--- src/rtl/ff_bist_if.sv ---
// ff_bist_if: the signals between the flip-flop BIST controller and the
// logic around it.
//   start    run request into the controller
//   d_out    stimulus bit driven to the flip-flop D input
//   q_in     flip-flop Q output sampled by the controller
//   busy     controller is in RUN or DRAIN
//   done     controller is in DONE
//   pass     DONE with no mismatches
//   err_cnt  mismatch count, saturating at 255
//   vec_cnt  vectors issued in the current or last run
// modport master: the controller side. modport slave: the environment side.
interface ff_bist_if;
  logic        start;
  logic        d_out;
  logic        q_in;
  logic        busy;
  logic        done;
  logic        pass;
  logic [7:0]  err_cnt;
  logic [15:0] vec_cnt;

  modport master (
    input  start, q_in,
    output d_out, busy, done, pass, err_cnt, vec_cnt
  );

  modport slave (
    output start, q_in,
    input  d_out, busy, done, pass, err_cnt, vec_cnt
  );
endinterface

--- src/rtl/ff_bist.sv ---
// ff_bist: built-in self-test driver/checker for a single-bit D flip-flop.
// An 8-bit LFSR (x^8+x^6+x^5+x^4+1) produces one stimulus bit per RUN cycle.
// Each issued bit also enters a LAT-deep expected pipe. When the oldest pipe
// stage is valid, it is compared against the sampled Q. Mismatches are
// counted with saturation at 255.
// Parameters:
//   N_VEC  vectors per run (1..65535)
//   SEED   non-zero LFSR load value
//   LAT    flip-flop latency in cycles (1..4)
// Ports:
//   clk    sole clock, rising edge
//   rst    asynchronous active-high reset
//   bus    ff_bist_if.master (start, q_in in; d_out, busy, done, pass,
//          err_cnt, vec_cnt out)
module ff_bist #(
  parameter int         N_VEC = 16,
  parameter logic [7:0] SEED  = 8'hA5,
  parameter int         LAT   = 1
) (
  input  logic          clk,
  input  logic          rst,
  ff_bist_if.master     bus
);

  typedef enum logic [1:0] {S_IDLE, S_RUN, S_DRAIN, S_DONE} state_t;

  state_t           state, state_nxt;
  logic [7:0]       lfsr;
  logic [15:0]      vec_cnt;
  logic [7:0]       err_cnt;
  logic [2:0]       drain_cnt;
  logic [LAT-1:0]   pipe_vld;
  logic [LAT-1:0]   pipe_bit;
  logic             launch;
  logic             last_vec;
  logic             drain_end;
  logic             shift;
  logic             mismatch;

  function automatic logic [7:0] sat_inc(input logic [7:0] v);
    return (v == 8'hFF) ? v : v + 8'd1;
  endfunction

  function automatic logic [7:0] lfsr_step(input logic [7:0] v);
    return {v[6:0], v[7] ^ v[5] ^ v[4] ^ v[3]};
  endfunction

  // vec_cnt still holds the count before the current edge, so N_VEC-1 marks
  // the edge that issues the final vector.
  assign last_vec  = (vec_cnt == 16'(N_VEC - 1));
  assign drain_end = (drain_cnt == 3'(LAT - 1));
  assign shift     = (state == S_RUN) || (state == S_DRAIN);
  assign mismatch  = pipe_vld[LAT-1] && (bus.q_in != pipe_bit[LAT-1]);

  always_comb begin
    state_nxt = state;
    launch    = 1'b0;
    case (state)
      S_IDLE, S_DONE: begin
        if (bus.start) begin
          state_nxt = S_RUN;
          launch    = 1'b1;
        end
      end
      S_RUN:   if (last_vec)  state_nxt = S_DRAIN;
      S_DRAIN: if (drain_end) state_nxt = S_DONE;
      default: state_nxt = S_IDLE;
    endcase
  end

  always_ff @(posedge clk or posedge rst) begin
    if (rst) begin
      state     <= S_IDLE;
      lfsr      <= SEED;
      vec_cnt   <= '0;
      err_cnt   <= '0;
      drain_cnt <= '0;
      pipe_vld  <= '0;
      pipe_bit  <= '0;
    end else begin
      state <= state_nxt;
      if (launch) begin
        lfsr      <= SEED;
        vec_cnt   <= '0;
        err_cnt   <= '0;
        drain_cnt <= '0;
        pipe_vld  <= '0;
      end else begin
        if (state == S_RUN) begin
          lfsr    <= lfsr_step(lfsr);
          vec_cnt <= vec_cnt + 16'd1;
        end
        // Shift towards the MSB; only RUN inserts valid expected bits.
        if (shift) begin
          pipe_vld <= LAT'({pipe_vld, state == S_RUN});
          pipe_bit <= LAT'({pipe_bit, lfsr[0]});
        end
        if (state == S_DRAIN) drain_cnt <= drain_cnt + 3'd1;
        if (mismatch) err_cnt <= sat_inc(err_cnt);
      end
    end
  end

  assign bus.d_out   = (state == S_RUN) & lfsr[0];
  assign bus.busy    = shift;
  assign bus.done    = (state == S_DONE);
  assign bus.pass    = (state == S_DONE) && (err_cnt == 8'd0);
  assign bus.err_cnt = err_cnt;
  assign bus.vec_cnt = vec_cnt;

endmodule

--- src/flat_wrapper.sv ---
// flat-port wrapper written by rule: the top's interface ports become plain ports
module ff_bist_flat 
#(
  parameter int         N_VEC = 16,
  parameter logic [7:0] SEED  = 8'hA5,
  parameter int         LAT   = 1
)
  (clk, rst, bus_start, bus_q_in, bus_d_out, bus_busy, bus_done, bus_pass, bus_err_cnt, bus_vec_cnt);
  ff_bist_if bus_i ();
  input  logic clk;
  input  logic rst;
  input wire logic [$bits(bus_i.start)-1:0] bus_start;
  input wire logic [$bits(bus_i.q_in)-1:0] bus_q_in;
  output wire logic [$bits(bus_i.d_out)-1:0] bus_d_out;
  output wire logic [$bits(bus_i.busy)-1:0] bus_busy;
  output wire logic [$bits(bus_i.done)-1:0] bus_done;
  output wire logic [$bits(bus_i.pass)-1:0] bus_pass;
  output wire logic [$bits(bus_i.err_cnt)-1:0] bus_err_cnt;
  output wire logic [$bits(bus_i.vec_cnt)-1:0] bus_vec_cnt;
  assign bus_i.start = bus_start;
  assign bus_i.q_in = bus_q_in;
  assign bus_d_out = bus_i.d_out;
  assign bus_busy = bus_i.busy;
  assign bus_done = bus_i.done;
  assign bus_pass = bus_i.pass;
  assign bus_err_cnt = bus_i.err_cnt;
  assign bus_vec_cnt = bus_i.vec_cnt;
  ff_bist #(.N_VEC(N_VEC), .SEED(SEED), .LAT(LAT)) u_core (.clk(clk), .rst(rst), .bus(bus_i));
endmodule
--- config.mk ---
export PLATFORM = sky130hd
export DESIGN_NAME = ff_bist_flat
export DESIGN_NICKNAME = d
export VERILOG_FILES = /design/src/rtl/ff_bist_if.sv /design/src/rtl/ff_bist.sv /design/src/flat_wrapper.sv
export SDC_FILE = /design/constraint.sdc
export NUM_CORES = 1
export LEC_CHECK = 0
export CORE_UTILIZATION = 53
export CTS_BUF_LIST = sky130_fd_sc_hd__clkbuf_8 sky130_fd_sc_hd__clkbuf_16
export DETAILED_ROUTE_END_ITERATION = 8
export GPL_ROUTABILITY_DRIVEN = 0
export PLACE_DENSITY = 0.81
export REMOVE_ABC_BUFFERS = 1
export SYNTH_ARGS = -nofsm -noshare
export SYNTH_HDL_FRONTEND = slang
export SYNTH_SLANG_ARGS = --single-unit
--- constraint.sdc ---
create_clock -name clk -period 2.2 [get_ports clk]
set_input_delay 0.44 -clock clk [delete_from_list [all_inputs] [get_ports clk]]
set_output_delay 0.44 -clock clk [all_outputs]
set_load 0.01 [all_outputs]
### After elaboration in Yosys (flattened, before gate mapping)

Cells that the tools add are included.

| storage, ports and cells | value |
|---|---|
| input port bits | 4 |
| flip-flop bits (word level) | 39 |
| output and inout bits | 28 |

| operators by class | value |
|---|---|
| equal/unequal tests | 10 |
| bitwise gates (word level) | 5 |
| add/sub/neg operators | 3 |
| reductions and logical operators | 14 |
| muxes and demuxes | 17 |

Operators by type and width:

| operator | number |
|---|---|
| $mux 8 | 5 |
| $mux 16 | 2 |
| $add 16x1->16 const B | 1 |
| $eq 16x4->1 const B | 1 |
| $add 8x1->8 const B | 1 |
| $eq 8x8->1 const B | 1 |
| $logic_not 8->1 | 1 |
| $reduce_bool 2->1 | 4 |
| $mux 2 | 3 |
| $mux 3 | 2 |
| $ne 2x1->1 const B | 3 |
| $pmux 2 s3 | 1 |
| $eq 2x2->1 const B | 2 |
| $mux 1 | 4 |
| $reduce_and 2->1 | 2 |
| $add 3x1->3 const B | 1 |
| $logic_not 3->1 | 1 |
| $reduce_and 3->1 | 1 |
| $xor 1x1->1 | 3 |
| $eq 2x1->1 const B | 1 |
| $logic_and 1x1->1 | 2 |
| $logic_not 2->1 | 1 |
| $ne 2x2->1 const B | 1 |
| $reduce_or 2->1 | 1 |
| 4 further kinds | 4 |

### Depth between registers and ports, before layout

Gate-level depths: netlist (run 1).

| depth | value |
|---|---|
| depth after elaboration | 5 |
| depth in mapped cells | 7 |
| mapped depth without buffers | 6 |

### Worst setup path before layout (run 1)

No wires, ideal clock.

| timing | value |
|---|---|
| kind | register to register |
| from | reg u_core.state[1] |
| to | reg u_core.vec_cnt[15] (netlist: u_core.bus.vec_cnt[15]) |
| stages on the path, launching flop included | 8 |
| required time | 2,122 ps |
| period minus slack after synthesis | 1,881 ps |
| path slack | 319 ps |
| arrival | 1,803 ps |
| cell sequence | dfrtp_1 -> inv_1 -> ha_1 -> buf_4 -> nand3_4 -> or3_4 -> or4_1 -> a21oi_1 |

| on the way | value |
|---|---|
| cells in the longest elaborated chain, start to end | 4 |
| elaborated cells on any way between the ends | 7 |

Ends and longest elaborated chain:

| what | RTL line | source |
|---|---|---|
| start, declared | ff_bist.sv:27 | `state_t state, state_nxt;` |
| start signal, assigned | ff_bist.sv:81 | `state <= state_nxt;` |
| $eq 2x2->1 or $logic_not 2->1 (tied branches) | ff_bist.sv:58 | `case (state)` |
| $reduce_or 2->1 | ff_bist.sv:58 |  |
| $mux 1 | ff_bist.sv:58 |  |
| $mux 16 or $reduce_bool 2->1 (tied branches) | - |  |
| end signal, assigned | ff_bist.sv:91 | `vec_cnt <= vec_cnt + 16'd1;` |
| end, declared | ff_bist.sv:29 | `logic [15:0] vec_cnt;` |

Parallel ways exist; a longest one is shown, timed or not.
A chain may end at the register's enable or synchronous reset.

### Final worst setup path (run 1)

| timing | value |
|---|---|
| from | reg u_core.state[1] |
| to | out bus_d_out |

| on the way | value |
|---|---|
| cells in the longest elaborated chain, start to end | 2 |

Ends and longest elaborated chain:

| what | RTL line | source |
|---|---|---|
| $eq 2x1->1 | ff_bist.sv:104 | `assign bus.d_out = (state == S_RUN) & lfsr[0];` |
| $and 1x1->1 | ff_bist.sv:104 |  |
| end, declared | flat_wrapper.sv:14 | `output wire logic [$bits(bus_i.d_out)-1:0] bus_d_out;` |

No other way between the ends.

==> impl_metrics.toml, run 1 <==
[power]
power_w = 0.002726
powerDensity_nw_per_um2 = 1047
leakagePower_nw = 1.117
irDropWorstVdd_uv = 866.9

[global_route]
antenna_found_initial = 0
grt_start_max_net_pins = 40
overflow = 0
grt_pass1_wl_um = 7403
grtUsageTotal_pct = 23.49
grt_pass1_vias = 1614

[synthesis]
synth_most_common_cell = "dfrtp_1"
yosysTopAreaCellShare_pct = 43.10
ys_seq_area_share_pct = 48.28
async_reset_ff_share_pct = 100.0
yosysWarningCount = 0
ys.flop_type = "dfrtp_1"
ys_top_cells_by_count = "35 x dfrtp_1, 22 x nor2_1, 14 x nand2_1, 13 x a21oi_1"
netlist_area_um2 = 2032
synthCells = 202
ys_seq_elements = 39
synth_area_leader_cell = "dfrtp_1"
yosys.cell_types.count = 36
avgSynthCellArea_um2 = 10.06
synth_enable_flop_cells = 0
synth_top_cells_by_area = "dfrtp_1 43%, ha_1 5.5%, dfstp_2 5.2%"

[cells_and_area]
n_antenna_cell = 0
fin_area_um2 = 2603
multi_input_comb_area_um2 = 988.4
ff_latch_area_um2 = 982.2
final_layout_size_suffix_gt1_share_pct = 14.23
nFillCells = 273
syn2layout_area_growth_pct = 28.08
nets = 258
utilization_pct = 71.09

[setup_path]
worstSetupPathType = "flip-flop to output port"
cp-start-kind = "flip-flop"
cp-end-kind = "output port"
crit_chain = "inv_2 > ha_4 > and2_1 > clkdlybuf4s50_1"
cpPeakStageDelay_ns = 0.54
cp_data_arrival_time_ns = 1.70
cp_num_buf_inv = 2
worstPathRequired_ns = 1.76
critPathSlowestCell = "clkdlybuf4s50_1"
critical_path.top_delay_family = "buffers and inverters"
cp_max_fo = 6

[route]
final_antenna_net_count = 0
wirelength_um = 4337
vias_per_cell = 5.602
vias = 1647
drtIter0Drc = 163
routedWlPerCell_um = 14.75
first_pass_iters = 4
drc = 0

[run]
maxCapViolations = 0

[sta]
final.period_utilization_pct = 97.34
tightest_slew_ns = 0.6637
fin_ws_ns = 0.05856
rsz0062_at_grt = "no"
period_needed_ns = 2.141
max-slew-margin-rel_pct = 55.56
fin_setup_tns_ns = 0
maxClockFrequency_mhz = 467.0
final_max_slew_viol_count = 0
skew_ns = 0.008011
finalSetupViolations = 0
hold_violations = 0

[clock_network]
hold_buffers = 0
numCtsBuffers = 5
tritoncts = "yes"
cts.path.max_buffers = 2
clock-root-buffer = "clkbuf_8"
clock_sinks = 39
cts.htree.levels = 2
clk_pin_slew_ns = 0.07
clock_latency_ns = 0.29

[hold_path]
hold_class = "flip-flop to flip-flop"

[die]
die_h_um = 63.92
std_cell_rows = 22
initial_utilization_pct = 55.50
core_um2 = 3661
die_area_um2 = 4086
die_w_um = 63.92
pin_count = 32

[outcome]
status = "completed"

[place]
dp_hpwl_um = 2986
place_area_um2 = 2445
port-buffer-count = 31
place_ws_ns = 0.07113
[worst min-delay path, delay by kind of cell (launching register included)]
family / cells / cell delay, ns
flip-flops: 1 / 0.34
multiplexers: 1 / 0.07
AND/OR/NAND/NOR: 1 / 0.06
[registers in the layout, summed over array words and instances, names as in the netlist]
register,count
u_core.bus.vec_cnt,16
u_core.bus.err_cnt,8
u_core.lfsr,8
u_core.drain_cnt,3
u_core.state,2
u_core.pipe_bit,1
u_core.pipe_vld,1
[layout by cell type (no fill, tap or decap), drive strengths merged, types with 6 or more instances in the layout]
| master | synthesis | routed |
|---|---|---|
| or3 | 8 | 8 |
| clkdlybuf4s50 | 0 | 29 |
| a21oi | 13 | 13 |
| o21ai | 12 | 12 |
| inv | 12 | 13 |
| ha | 9 | 9 |
| mux2i | 10 | 10 |
| xnor2 | 8 | 8 |
| buf | 2 | 11 |
| nand2 | 14 | 14 |
| nand3 | 9 | 9 |
| xor2 | 8 | 8 |
| dfrtp | 35 | 35 |
| or4 | 6 | 6 |
| nor2 | 22 | 22 |
[through the flow]
step | std cells | hold slack (ns)
CTS | 294 | 0.5094
floorplan | 196 | 0.4680
detailed placement | 285 | 0.4906
finish | 294 | 0.5032
global placement | 285 | 0.4913
global route | 294 | 0.5369
[metal layers]
| metal | part of all wire [%] | track usage [%] |
|---|---|---|
| met5 | 0 | 0 |
| met4 | 1.6 | 10.51 |
| met3 | 4.1 | 3.750 |
| met2 | 48 | 38.03 |
| met1 | 46 | 30.89 |
[what timing repair did]
action,CTS,global route
endpoints found under the setup margin,3,2
setup buffers,1,0
endpoints found under the hold margin,0,0
gates resized for setup,5,2
[logic make-up (layout without fill, tap and decap cells)]
family	Yosys count	after routing	synth area share (%)
buf+inv	18	62	3.818
mux	12	12	6.035
flops	39	39	48.28
xor+xnor	16	16	6.897
fa+ha+maj	9	9	5.542
simple gates	78	78	21.43
compound gates	30	30	8.005
[area by class of cell]
type	count	share of cell area [%]
tap	48	2.308
timing repair buffer	42	15.14
clock inverter	3	2.452
clock buffer	5	2.644
sequential	39	37.74
multi-input combinational	145	37.98
inverter	12	1.731
[path summary, 6_finish.rpt]
kind,startpoint,endpoint,slack (ns),cells after the start
max reg2reg,u_core.state[1],u_core.bus.vec_cnt[15],0.26,6
max in group asynchronous,rst,u_core.lfsr[0],1.26,3
min reg2reg,u_core.lfsr[1],u_core.lfsr[2],0.50,2
min in group asynchronous,rst,u_core.bus.err_cnt[6],0.58,3
min,u_core.lfsr[1],u_core.lfsr[2],0.50,2
max,u_core.state[1],bus_d_out,0.06,4
[where the power goes]
part	leakage [nW]	switching (W)	total, W	internal, W
combinational	0.541	0.000505	0.00100	0.000497
sequential	0.506	0.000136	0.00102	0.000889
clock	0.0695	0.000251	0.000699	0.000449
No activity file was read; power rests on OpenSTA's default activity.
==> run 2, diff against run 1 <==
--- a/config.mk
+++ b/config.mk
@@ -5,6 +5,7 @@
 export SDC_FILE = /design/constraint.sdc
 export NUM_CORES = 1
 export LEC_CHECK = 0
+export CORE_ASPECT_RATIO = 0.7
 export CORE_UTILIZATION = 53
 export CTS_BUF_LIST = sky130_fd_sc_hd__clkbuf_8 sky130_fd_sc_hd__clkbuf_16
 export DETAILED_ROUTE_END_ITERATION = 8
==> impl_metrics.toml, run 2 (synthesis gave the netlist of run 1 again) <==
[outcome]
status = "completed"

[sta]
fin_setup_tns_ns = 0
max-slew-margin-rel_pct = 58.56
period_needed_ns = 2.133
hold_violations = 0
maxClockFrequency_mhz = 468.9
finalSetupViolations = 0
final_max_slew_viol_count = 0
tightest_slew_ns = 0.6189
final.period_utilization_pct = 96.95
rsz0062_at_grt = "no"
skew_ns = 0.004445

[clock_network]
hold_buffers = 0
cts.htree.levels = 2
clock_sinks = 39
cts_setup_buffers = 0
numCtsBuffers = 5
clk_pin_slew_ns = 0.07
tritoncts = "yes"
ctsResizeCount = 4
clock_latency_ns = 0.29
clock-root-buffer = "clkbuf_8"
cts.path.max_buffers = 2

[global_route]
grt_pass1_wl_um = 6851
grtUsageTotal_pct = 22.57
grt_start_max_net_pins = 40
grt_pass1_vias = 1437
antenna_found_initial = 0
overflow = 0

[die]
initial_utilization_pct = 56.39
std_cell_rows = 18
die_h_um = 53.81
core_um2 = 3603
die_area_um2 = 4089
die_w_um = 76.01
pin_count = 32

[power]
p_switching_w = 0.0008700
swShare_pct = 34.46
leakagePower_nw = 1.088
irDropWorstVdd_uv = 888.8
p_clk_share_pct = 20.2
pwr-share-seq_pct = 40.5
intPower_w = 0.001654
combinationalPowerShare_pct = 39.3
powerDensity_nw_per_um2 = 989.9

[run]
maxCapViolations = 0

[route]
drc = 0
first_pass_iters = 4
vias_per_cell = 5.454
wirelength_um = 4055
routedWlPerCell_um = 13.84
final_antenna_net_count = 0
vias = 1598
drtIter0Drc = 81

[cells_and_area]
final_common_cell = "dfrtp_1"
final_cell_mix = "34 x dfrtp_1, 29 x clkdlybuf4s50_1, 22 x nor2_1"
largest-register = "u_core.bus.vec_cnt"
fin_area_um2 = 2550
final_layout_size_suffix_gt1_share_pct = 13.17
nFillCells = 264
top_regs = "u_core.bus.vec_cnt (16), u_core.bus.err_cnt (8), u_core.lfsr (8)"
syn2layout_area_growth_pct = 25.49
n_antenna_cell = 0
nets = 255
largest_reg_flops = 16

[setup_path]
critical_path.top_delay_family = "buffers and inverters"
cp_max_fo = 5
cp_num_buf_inv = 2
crit_chain = "inv_2 > ha_4 > and2_1 > clkdlybuf4s50_1"
cp_data_arrival_time_ns = 1.69
cp-start-kind = "flip-flop"
critPathSlowestCell = "clkdlybuf4s50_1"
worstPathRequired_ns = 1.76
worstSetupPathType = "flip-flop to output port"
cp-end-kind = "output port"
cpPeakStageDelay_ns = 0.54

[hold_path]
hold_class = "flip-flop to flip-flop"

[place]
port-buffer-count = 31
dp_hpwl_um = 2838
place_area_um2 = 2432
run 2: worst min-delay path, delay by kind of cell (launching register included):
kind / cells / cell delay [ns]
simple gates: 1 / 0.06
mux: 1 / 0.07
flops: 1 / 0.34
run 2: path summary, 6_finish.rpt:
kind / start / to / slack, ns / depth (start not counted)
min: u_core.lfsr[1] / u_core.lfsr[2] / 0.50 / 2
max in group asynchronous: rst / u_core.lfsr[5] / 1.28 / 3
min in group asynchronous: rst / u_core.bus.vec_cnt[1] / 0.57 / 3
max reg2reg: u_core.state[1] / u_core.bus.vec_cnt[13] / 0.28 / 6
min reg2reg: u_core.lfsr[1] / u_core.lfsr[2] / 0.50 / 2
max: u_core.state[1] / bus_d_out / 0.07 / 4
run 2: layout make-up:
type                    instances  area (um^2)  share of cell area [%]
clock buffers                   7        96.34                   3.778
clock inverters                 1        3.754                  0.1472
inverters                      12        45.04                   1.766
multi-input cells             145        988.4                   38.76
flip-flops and latches         39        982.2                   38.52
well taps                      50        62.56                   2.453
repair buffers                 39        371.6                   14.57
run 2: power by group through the flow:
stage	combinational [W]	sequential (W)	clock, W
after floorplan	0.000592	0.00103	0
after global placement	0.000954	0.00103	0
after detailed placement	0.000988	0.00103	0
after CTS	0.000999	0.00102	0.000524
after global routing	0.00109	0.00105	0.000554
final	0.000991	0.00102	0.000511
run 2: metal layers:
layer | routed length (um) | track usage, %
met1 | 2059 | 30.66
met2 | 1791 | 36.67
met3 | 158 | 5.085
met4 | 46 | 7.692
met5 | 0 | 0
run 2: stage by stage:
| step | cells | power (W) | hold slack, ns | utilization [%] | setup WS [ns] |
|---|---|---|---|---|---|
| floorplan | 196 | 0.001624 | 0.4680 | - | -0.03346 |
| global placement | 285 | 0.001984 | 0.4834 | 67.50 | 0.1269 |
| detailed placement | 285 | 0.002021 | 0.4920 | 67.50 | 0.05968 |
| CTS | 293 | 0.002543 | 0.5108 | 70.63 | 0.01994 |
| global route | 293 | 0.002697 | 0.5266 | 70.76 | 0.007189 |
| finish | 293 | 0.002524 | 0.5039 | 70.76 | 0.06721 |
==> run 3, diff against run 2 <==
--- a/config.mk
+++ b/config.mk
@@ -5,12 +5,13 @@
 export SDC_FILE = /design/constraint.sdc
 export NUM_CORES = 1
 export LEC_CHECK = 0
+export ABC_AREA = 1
 export CORE_ASPECT_RATIO = 0.7
 export CORE_UTILIZATION = 53
 export CTS_BUF_LIST = sky130_fd_sc_hd__clkbuf_8 sky130_fd_sc_hd__clkbuf_16
 export DETAILED_ROUTE_END_ITERATION = 8
 export GPL_ROUTABILITY_DRIVEN = 0
-export PLACE_DENSITY = 0.81
+export PLACE_DENSITY = 0.8
 export REMOVE_ABC_BUFFERS = 1
 export SYNTH_ARGS = -nofsm -noshare
 export SYNTH_HDL_FRONTEND = slang
==> impl_metrics.toml, run 3 <==
[sta]
tightest_slew_ns = 0.5032
maxClockFrequency_mhz = 475.7
final_max_slew_viol_count = 0
skew_ns = 0.008720
hold_violations = 0
final.period_utilization_pct = 95.56
rsz0062_at_grt = "no"
max-slew-margin-rel_pct = 66.45
period_needed_ns = 2.102
fin_setup_tns_ns = 0
finalSetupViolations = 0

[power]
irDropWorstVdd_uv = 894.7
combinationalPowerShare_pct = 44.9
power_w = 0.002799
p_switching_w = 0.001153
pwr-share-seq_pct = 37.5
powerDensity_nw_per_um2 = 1019
p_clk_share_pct = 17.6
intPower_w = 0.001646
swShare_pct = 41.19
leakagePower_nw = 1.403

[cells_and_area]
final_common_cell = "nand2_1"
nets = 342
syn2layout_area_growth_pct = 20.34
nFillCells = 365
top_regs = "u_core.bus.vec_cnt (16), u_core.bus.err_cnt (8), u_core.lfsr (8)"
final_cell_mix = "69 x nand2_1, 43 x inv_1, 35 x dfrtp_1"
largest-register = "u_core.bus.vec_cnt"
largest_reg_flops = 16
n_antenna_cell = 0
final_layout_size_suffix_gt1_share_pct = 12.46

[synthesis]
ys_seq_elements = 39
netlist_area_um2 = 2282
synth_top_cells_by_area = "dfrtp_1 38%, nand2_1 11%, inv_1 7.1%"
synth_enable_flop_cells = 0
synth_area_leader_cell = "dfrtp_1"
synthCells = 291
yosysWarningCount = 0
avgSynthCellArea_um2 = 7.843
ys_top_cells_by_count = "69 x nand2_1, 43 x inv_1, 35 x dfrtp_1, 34 x nor2_1, 19 x nand3_1"
yosysTopAreaCellShare_pct = 38.38
ys.flop_type = "dfrtp_1"
async_reset_ff_share_pct = 100.0
synth_most_common_cell = "nand2_1"
yosys.cell_types.count = 35
ys_seq_area_share_pct = 42.98

[die]
pin_count = 32
initial_utilization_pct = 56.80
die_w_um = 80.43
die_area_um2 = 4576
std_cell_rows = 19
die_h_um = 56.90
core_um2 = 4018

[clock_network]
tritoncts = "yes"
clock_latency_ns = 0.29
numCtsBuffers = 5
clock_sinks = 39
clock-root-buffer = "clkbuf_8"
hold_buffers = 0
clk_pin_slew_ns = 0.07
cts.path.max_buffers = 2
cts.htree.levels = 2

[setup_path]
cpPeakStageDelay_ns = 0.52
cp_data_arrival_time_ns = 1.66
crit_chain = "inv_1 > ha_1 > nand2_1 > inv_1 > clkdlybuf4s50_1"
cp.depth = 5
critical_path.top_delay_family = "buffers and inverters"
worstSetupPathType = "flip-flop to output port"
worstPathRequired_ns = 1.76
cp_num_buf_inv = 3
r2r_cells = 5
cp_max_fo = 4
critPathSlowestCell = "clkdlybuf4s50_1"
cp-end-kind = "output port"
cp-start-kind = "flip-flop"
critical_path.most_common_cell = "inv_1"

[place]
port-buffer-count = 31
dp_hpwl_um = 3526

[outcome]
status = "completed"

[global_route]
antenna_found_initial = 0
grtUsageTotal_pct = 24.71
overflow = 0
grt_pass1_wl_um = 8521
grt_start_max_net_pins = 40
grt_pass1_vias = 1829

[run]
maxCapViolations = 0

[route]
wirelength_um = 4981
first_pass_iters = 4
drc = 0
final_antenna_net_count = 0
vias_per_cell = 5.213
drtIter0Drc = 82
routedWlPerCell_um = 13.07
vias = 1986

[hold_path]
hold_path_depth = 2
hold_class = "flip-flop to flip-flop"
run 3: worst paths after layout:
| path | to | slack [ns] | start |
|---|---|---|---|
| setup / recovery | bus_d_out | 0.1 | u_core.state[1] |
| max in group asynchronous | u_core.lfsr[7] | 1.25 | rst |
| hold reg to reg | u_core.lfsr[7] | 0.49 | u_core.lfsr[7] |
| min in group asynchronous | u_core.bus.err_cnt[6] | 0.57 | rst |
| setup reg to reg | u_core.drain_cnt[0] | 0.47 | u_core.state[1] |
| hold / removal | u_core.lfsr[7] | 0.49 | u_core.lfsr[7] |
run 3: worst min-delay path, stage by stage (launching register included):
cell and delay, ns:
dfstp_2 0.37, inv_1 0.06, a22oi_1 0.06
run 3: metrics by stage:
step	setup WS [ns]	hold slack, ns	utilization [%]	area, um^2	std cells
global route	0.01577	0.5127	68.36	2746	381
finish	0.09771	0.4930	68.36	2746	381
detailed placement	0.2684	0.4907	65.96	2650	373
CTS	0.04831	0.5003	68.30	2744	381
floorplan	0.5820	0.4560	-	2252	287
global placement	0.3057	0.4699	65.96	2650	373
run 3: metal layers:
| metal | vias up | global-route usage, % | wire length (um) |
|---|---|---|---|
| li1 | 1001 | - | - |
| met1 | 939 | 35.91 | 2509 |
| met2 | 39 | 36.92 | 2185 |
| met3 | 7 | 4.878 | 213 |
| met4 | 0 | 8.418 | 72 |
| met5 | - | 0 | 0 |
run 3: area by class of cell:
class,count,area (um^2),share of cell area [%]
inverters,44,165.2,6.014
clock buffers,6,82.58,3.007
multi-input cells,204,1106,40.27
well taps,52,65.06,2.369
flip-flops and latches,39,980.9,35.72
clock inverters,1,5.005,0.1822
repair buffers,35,341.6,12.44
run 3: power by group through the flow:
stage	Sequential, W	Clock, W	Combinational (W)
finish	0.00105	0.000492	0.00126
global route	0.00107	0.000533	0.00142
CTS	0.00105	0.000508	0.00126
detailed placement	0.00107	0	0.00123
global placement	0.00106	0	0.00120
floorplan	0.00106	0	0.000796
run 3: cell families (layout without fill, tap and decap cells):
kind of cell	count (synthesis)	in the layout	synth area share, %
flip-flops	39	39	42.98
AND/OR/NAND/NOR	157	157	33.44
multiplexers	1	1	0.4934
buffers and inverters	48	86	8.552
AO/OA/AOI/OAI	34	34	8.443
XOR/XNOR	3	3	1.152
adder cells (fa/ha/maj)	9	9	4.934
run 3: what timing repair did:
item | 4_1_cts | 5_1_grt
setup endpoints to repair | 2 | 1
buffers inserted | 1 | 0
resized for setup | 1 | 1
hold endpoints to repair | 0 | 0
